File: config.mk
export PLATFORM = sky130hd
export DESIGN_NAME = vfd_scan_flat
export DESIGN_NICKNAME = d
export VERILOG_FILES = /design/src/rtl/vfd_scan_if.sv /design/src/rtl/vfd_scan.sv /design/src/flat_wrapper.sv
export SDC_FILE = /design/constraint.sdc
export NUM_CORES = 1
export LEC_CHECK = 0
export ABC_AREA = 1
export BUFFER_PORTS_ARGS = -buffer_cell sky130_fd_sc_hd__buf_2
export CORE_UTILIZATION = 35
export CTS_CLUSTER_DIAMETER = 150
export DETAILED_ROUTE_END_ITERATION = 8
export PLACE_DENSITY = 0.63
export SKIP_LAST_GASP = 1
export SYNTH_ARGS = -nofsm -noshare
export SYNTH_HDL_FRONTEND = slang
export SYNTH_SLANG_ARGS = --single-unit
File: constraint.sdc
create_clock -name clk -period 1.8 [get_ports clk]
set_input_delay 0.18 -clock clk [delete_from_list [all_inputs] [get_ports clk]]
set_output_delay 0.18 -clock clk [all_outputs]
set_load 0.005 [all_outputs]
File: src/rtl/vfd_scan_if.sv
// vfd_scan bus: MCU grid/segment port lines, decay tick, and the frame-buffer read port.
// The master side is the MCU/overlay logic. The slave side is the capture stage.
interface vfd_scan_if #(
   parameter int ADDR_W = 3,
   parameter int SEG_W  = 16
);
   localparam int NG = 2**ADDR_W;

   logic              tick;
   logic [NG-1:0]     grid;
   logic [SEG_W-1:0]  seg;
   logic [ADDR_W-1:0] rd_addr;
   logic [SEG_W-1:0]  rd_data;
   logic [NG-1:0]     lit;
   logic              changed;

   modport master (output tick, grid, seg, rd_addr, input  rd_data, lit, changed);
   modport slave  (input  tick, grid, seg, rd_addr, output rd_data, lit, changed);
endinterface

File: src/rtl/vfd_scan.sv
// vfd_scan: filters nibble-update transients off VFD grid/segment ports into a per-grid frame buffer.
// Optional phosphor persistence (per-row decay on tick) is enabled by defining VFD_DECAY_EN.
module vfd_scan #(
   parameter int ADDR_W  = 3,
   parameter int SEG_W   = 16,
   parameter int STABLE  = 4,
   parameter int DECAY_W = 4,
   parameter int PERSIST = 8
) (
   input  logic      clk,
   input  logic      reset,
   vfd_scan_if.slave bus
);
   localparam int NG = 2**ADDR_W;
   localparam logic [3:0] STABLE_C = 4'(STABLE);

   typedef enum logic [1:0] {
      ST_BLANK  = 2'd0,
      ST_SETTLE = 2'd1,
      ST_LOCK   = 2'd2
   } state_t;

   state_t            state_r;
   logic [NG-1:0]     s_grid_r;
   logic [SEG_W-1:0]  s_seg_r;
   logic [3:0]        cnt_r;
   logic [SEG_W-1:0]  row_r      [NG];
   logic [SEG_W-1:0]  row_next_s [NG];
   logic [NG-1:0]     lit_next_s;
   logic              diff_s;
   logic              commit_s;
   logic              in_change_s;
   logic [SEG_W-1:0]  rd_data_r;
   logic [NG-1:0]     lit_r;
   logic              diff_r;
   logic              changed_r;

   function automatic logic [3:0] sat_inc(input logic [3:0] v);
      logic [3:0] r;
      if (v >= STABLE_C) r = STABLE_C;
      else               r = v + 4'd1;
      return r;
   endfunction

   assign in_change_s = ({bus.grid, bus.seg} != {s_grid_r, s_seg_r});
   // Commit on the same edge the FSM enters (or stays in) LOCK, so the write lands at edge STABLE+2.
   assign commit_s    = (state_r != ST_BLANK) && (s_grid_r != {NG{1'b0}}) && (cnt_r == STABLE_C);

   // Input capture and stability counter.
   always_ff @(posedge clk or negedge reset) begin
      if (!reset) begin
         s_grid_r <= {NG{1'b0}};
         s_seg_r  <= {SEG_W{1'b0}};
         cnt_r    <= 4'd0;
      end else begin
         s_grid_r <= bus.grid;
         s_seg_r  <= bus.seg;
         if (in_change_s) cnt_r <= 4'd0;
         else             cnt_r <= sat_inc(cnt_r);
      end
   end

   // Filter FSM: BLANK while no grid is strobed, SETTLE while the code is young, LOCK once stable.
   always_ff @(posedge clk or negedge reset) begin
      if (!reset) begin
         state_r <= ST_BLANK;
      end else begin
         case (state_r)
            ST_BLANK: begin
               if (s_grid_r != {NG{1'b0}}) state_r <= ST_SETTLE;
               else                        state_r <= ST_BLANK;
            end
            ST_SETTLE: begin
               if (s_grid_r == {NG{1'b0}})  state_r <= ST_BLANK;
               else if (cnt_r == STABLE_C) state_r <= ST_LOCK;
               else                        state_r <= ST_SETTLE;
            end
            ST_LOCK: begin
               if (s_grid_r == {NG{1'b0}})  state_r <= ST_BLANK;
               else if (cnt_r != STABLE_C) state_r <= ST_SETTLE;
               else                        state_r <= ST_LOCK;
            end
            default: state_r <= ST_BLANK;
         endcase
      end
   end

`ifdef VFD_DECAY_EN
   localparam logic [DECAY_W-1:0] PERSIST_C = DECAY_W'(PERSIST);
   localparam logic [DECAY_W-1:0] PC_ONE    = {{(DECAY_W-1){1'b0}}, 1'b1};

   logic [DECAY_W-1:0] pc_r      [NG];
   logic [DECAY_W-1:0] pc_next_s [NG];

   // Next row/pc: a commit reloads and beats a coincident tick; the 1->0 decay step blanks the row.
   always_comb begin
      for (int i = 0; i < NG; i++) begin
         row_next_s[i] = row_r[i];
         pc_next_s[i]  = pc_r[i];
         if (commit_s && s_grid_r[i]) begin
            row_next_s[i] = s_seg_r;
            pc_next_s[i]  = PERSIST_C;
         end else if (bus.tick && (pc_r[i] != {DECAY_W{1'b0}})) begin
            pc_next_s[i] = pc_r[i] - PC_ONE;
            if (pc_r[i] == PC_ONE) row_next_s[i] = {SEG_W{1'b0}};
            else                   row_next_s[i] = row_r[i];
         end else begin
            pc_next_s[i] = pc_r[i];
         end
      end
   end

   // Persistence counters.
   always_ff @(posedge clk or negedge reset) begin
      if (!reset) begin
         for (int i = 0; i < NG; i++) pc_r[i] <= {DECAY_W{1'b0}};
      end else begin
         for (int i = 0; i < NG; i++) pc_r[i] <= pc_next_s[i];
      end
   end
`else
   logic unused_tick_s;
   assign unused_tick_s = bus.tick;

   // Next row: rows hold until recommitted.
   always_comb begin
      for (int i = 0; i < NG; i++) begin
         if (commit_s && s_grid_r[i]) row_next_s[i] = s_seg_r;
         else                         row_next_s[i] = row_r[i];
      end
   end
`endif

   // Row occupancy and any-row-changed detection from the next-state rows.
   always_comb begin
      diff_s = 1'b0;
      for (int i = 0; i < NG; i++) begin
         lit_next_s[i] = |row_next_s[i];
         if (row_next_s[i] != row_r[i]) diff_s = 1'b1;
         else                           diff_s = diff_s;
      end
   end

   // Frame buffer rows.
   always_ff @(posedge clk or negedge reset) begin
      if (!reset) begin
         for (int i = 0; i < NG; i++) row_r[i] <= {SEG_W{1'b0}};
      end else begin
         for (int i = 0; i < NG; i++) row_r[i] <= row_next_s[i];
      end
   end

   // Registered outputs; read is before-write, and changed trails the row write by one edge.
   always_ff @(posedge clk or negedge reset) begin
      if (!reset) begin
         rd_data_r <= {SEG_W{1'b0}};
         lit_r     <= {NG{1'b0}};
         diff_r    <= 1'b0;
         changed_r <= 1'b0;
      end else begin
         rd_data_r <= row_r[bus.rd_addr];
         lit_r     <= lit_next_s;
         diff_r    <= diff_s;
         changed_r <= diff_r;
      end
   end

   assign bus.rd_data = rd_data_r;
   assign bus.lit     = lit_r;
   assign bus.changed = changed_r;
endmodule

File: src/flat_wrapper.sv
// flat-port wrapper written by rule: the top's interface ports become plain ports
module vfd_scan_flat 
#(
   parameter int ADDR_W  = 3,
   parameter int SEG_W   = 16,
   parameter int STABLE  = 4,
   parameter int DECAY_W = 4,
   parameter int PERSIST = 8
)
  (clk, reset, bus_tick, bus_grid, bus_seg, bus_rd_addr, bus_rd_data, bus_lit, bus_changed);
  vfd_scan_if #(.ADDR_W(ADDR_W), .SEG_W(SEG_W)) bus_i ();
  input  logic clk;
  input  logic reset;
  input wire logic [$bits(bus_i.tick)-1:0] bus_tick;
  input wire logic [$bits(bus_i.grid)-1:0] bus_grid;
  input wire logic [$bits(bus_i.seg)-1:0] bus_seg;
  input wire logic [$bits(bus_i.rd_addr)-1:0] bus_rd_addr;
  output wire logic [$bits(bus_i.rd_data)-1:0] bus_rd_data;
  output wire logic [$bits(bus_i.lit)-1:0] bus_lit;
  output wire logic [$bits(bus_i.changed)-1:0] bus_changed;
  assign bus_i.tick = bus_tick;
  assign bus_i.grid = bus_grid;
  assign bus_i.seg = bus_seg;
  assign bus_i.rd_addr = bus_rd_addr;
  assign bus_rd_data = bus_i.rd_data;
  assign bus_lit = bus_i.lit;
  assign bus_changed = bus_i.changed;
  vfd_scan #(.ADDR_W(ADDR_W), .SEG_W(SEG_W), .STABLE(STABLE), .DECAY_W(DECAY_W), .PERSIST(PERSIST)) u_core (.clk(clk), .reset(reset), .bus(bus_i));
endmodule
==> summary.txt <==
Run status
  – Status: complete, but fails checks
  – Failing checks: negative setup slack

Power and ir drop
  – Final Total Pwr: 9.48 mW
  – Reg power frac: 0.447
  – Switching pwr: 2.52 mW
  – Part of the power in combinational logic: 0.112
  – Power per cell area: 578 nW/um2
  – Switching Share: 0.266
  – Int Pwr: 6.97 mW
  – Clock network power share: 0.442
  – Leakage: 7.84 nW
  – Peak supply drop: 0.655 mV

Worst setup path
  – Critical Path AT: 2.67 ns
  – Worst r2r path cells: 14
  – WP buf/inv: 4
  – CP endpoint kind: register
  – Cell count along the critical path: 14
  – Delay-heaviest family, CP: simple AND/OR/NAND/NOR gates
  – Crit-path most repeated cell: nor2_4
  – Worst path max stage delay: 0.41 ns
  – Max FO, Critical Path: 8
  – Crit path max-delay cell type: dfrtp_1
  – Setup crit start kind: register
  – CP Class: reg -> reg
  – Reg2reg setup slack: -0.55 ns
  – CP required: 2.12 ns
  – Worst-path cell chain: nor2_4, nand2_2, nor2_4, nor2_8, buf_6, buf_4, buf_12, nand2_8, buf_6, nor2_4, a21oi_2, nand4_1, nor2_2, nand3_1

Placement
  – GP Congestion: 0.916
  – Dpl ws: -0.697 ns
  – Dpl hpwl: 29,200 um
  – Placed cells: 2,080
  – I/O Buffers: 53

Clock network
  – Clock slew at reported path FFs: 0.08 ns
  – CTS tree: done
  – CTS H-tree lvls: 4
  – Clock root buffer: clkbuf_16
  – CTS Sinks: 184
  – Later-pin clock latency in the skew report: 0.46 ns
  – Clock Path Buffers: 2
  – Num CTS Buffers: 17

Final layout
  – Ant. Diodes: 0
  – Final Util: 0.517
  – Area grow syn2layout: 44.7%
  – Layout cells sized above 1: 0.317
  – Non-Filler Instances: 2,200
  – Final #Nets: 1,820

Global route
  – Pin count of the biggest net entering global routing: 56
  – Gr ovfl total: 0
  – Initial antenna violation count: 0
  – First-pass GRT wire length: 65,600 um
  – Vias in the first global route: 11,436
  – Total track usage: 0.260

Synthesis
  – Syn Inst Count: 1,563
  – Main synth FF type: dfrtp_1
  – Synth area leader: dfrtp_1
  – Post-synth EDFFs: 0
  – Cell variety after synth: 31
  – Sequential element share of the synthesized area: 0.406
  – Async set or reset register ratio after synthesis: 1.00
  – Most instantiated cells after synthesis: 271 x nand4_1, 270 x inv_1, 215 x nand2_1, 184 x dfrtp_1, 113 x nor2_1
  – Most common cell in the netlist: nand4_1
  – Synth area leaders: dfrtp_1 41%, nand4_1 15%, inv_1 8.9%, nand2_1 7.1%, a21oi_1 4.6%
  – Yosys Warn Count: 0
  – Top-area cell type share of the netlist area: 0.406
  – Avg Inst Size Synth: 7.25 um2
  – Cell area after synthesis: 11,300 um2
  – Synth Register Bits: 184
  – Mapped Nets: 1,597

Timing
  – Fin crit period: 2.35 ns
  – Setup violators final: 72
  – Worst setup slack after layout: -0.550 ns
  – Final period utilization: 1.31
  – Final TNS setup: -10.85 ns
  – Slew margin rel.: 0.640
  – Worst-Margin Slew: 0.540 ns
  – Max Fclk: 426 MHz
  – RSZ-0062 raised after global routing: true
  – Max-slew violations: 0
  – Final hold violations: 0
  – Skew final: 0.0143 ns

Routing
  – Top Metal Used: met4
  – DR vias/cell: 5.78
  – DR WL met3: 4110 um
  – DRC viols: 0
  – Met1 WL: 18,700 um
  – WL met2: 20,100 um
  – Final WL: 45,200 um
  – Vias: 12,715
  – First drt pass iteration count: 7
  – Final ANT Viol Nets: 0
  – Routed WL per cell: 20.5 um
  – DR iter-0 viols: 1,684

Die
  – Die H: 182 um
  – Chip width: 182 um
  – Starting Density: 0.357
  – Die area: 33,100 um2
  – Std cell rows: 65
  – Core area: 31,700 um2
  – Top Ports: 55

Min path
  – Worst Hold Class: in -> async

Flow run
  – Max cap viols: 0
-- path summary, 6_finish.rpt --
path,startpoint,endpoint
setup / recovery,u_core.s_grid_r[0],u_core.bus.lit[3]
hold / removal,reset,u_core.row_r[79]
setup reg to reg,u_core.s_grid_r[0],u_core.bus.lit[3]
hold reg to reg,u_core.diff_r,u_core.bus.changed
max in group asynchronous,reset,u_core.bus.lit[4]
min in group clk,bus_rd_addr[1],u_core.bus.rd_data[12]
-- cells by family after synthesis --
family	after synthesis	share of synthesized area
other	1	0.000331
buffers and inverters	409	0.147
and+or+nand+nor	685	0.304
adders and majority gates	4	0.00442
AOI/OAI and AO/OA	260	0.123
DFF	184	0.406
xor gates and xnor gates	20	0.0155
-- state kept, by name, indices dropped and copies added (netlist names) --
signal / count
u_core.bus.lit: 8
u_core.bus.rd_data: 16
u_core.bus.changed: 1
u_core.s_seg_r: 16
u_core.cnt_r: 4
u_core.diff_r: 1
u_core.state_r: 2
u_core.s_grid_r: 8
u_core.row_r: 128
-- metrics by stage --
step                instance area, um2  hold slack [ns]
global placement                 13400            0.130
detailed placement               13400            0.128
global route                     16400            0.223
CTS                              15000            0.207
finish                           16400            0.205
floorplan                        11600           -0.116
-- cell usage in the layout, fill, tap and decap left out, drive strengths merged --
cell type / n
nor2: 121
a21oi: 105
nor3: 1
ha: 4
clkbuf: 22
o22ai: 2
nor4: 22
a221oi: 18
clkinvlp: 2
buf: 301
o21ai: 119
clkinv: 8
inv: 276
nand3: 46
dlygate4sd3: 25
nor3b: 1
or2: 2
a31oi: 16
nand4: 272
bufinv: 4
nand2: 226
xor2: 20
dfrtp: 184
conb: 1
-- power groups by stage --
stage	registers, mW	clock network (mW)	logic [mW]
floorplan	4.30	0	0.395
global placement	4.31	0	0.920
detailed placement	4.31	0	0.923
CTS	4.24	4.22	0.989
global route	4.24	4.38	1.12
finish	4.24	4.19	1.06
-- worst reg2reg max path, cell delays in order, from the launching register on --
cell	delay, ns
dfrtp_1	0.41
nor2_4	0.12
nand2_2	0.07
nor2_4	0.17
nor2_8	0.08
buf_6	0.14
buf_4	0.14
buf_12	0.14
nand2_8	0.12
buf_6	0.14
nor2_4	0.03
a21oi_2	0.14
nand4_1	0.18
nor2_2	0.22
nand3_1	0.11
-- per-layer routing --
layer | up-vias | GRT usage
met3 | 151 | 0.0527
met2 | 744 | 0.394
met5 | - | 0
met4 | 0 | 0.125
li1 | 5753 | -
met1 | 6067 | 0.355
-- final cells by class --
cell class / count / area (um2)
sequential: 184 / 4600
multi-input combinational: 976 / 6500
clock inverter: 11 / 169
inverter: 277 / 1060
timing repair inverter: 2 / 17.5
timing repair buffer: 328 / 3070
fill: 2849 / 15300
clock buffer: 20 / 467
tap: 402 / 503
-- what timing repair did --
action                                 4_1_cts  5_1_grt
gates resized for setup                    125      260
setup buffers                               19       39
endpoints found under the hold margin       58        0
hold buffers                                25        0
setup endpoints to repair                   80      129
pin swaps                                   42       56
gates cloned                                 8        5
Power figures use the tool's default switching activity.
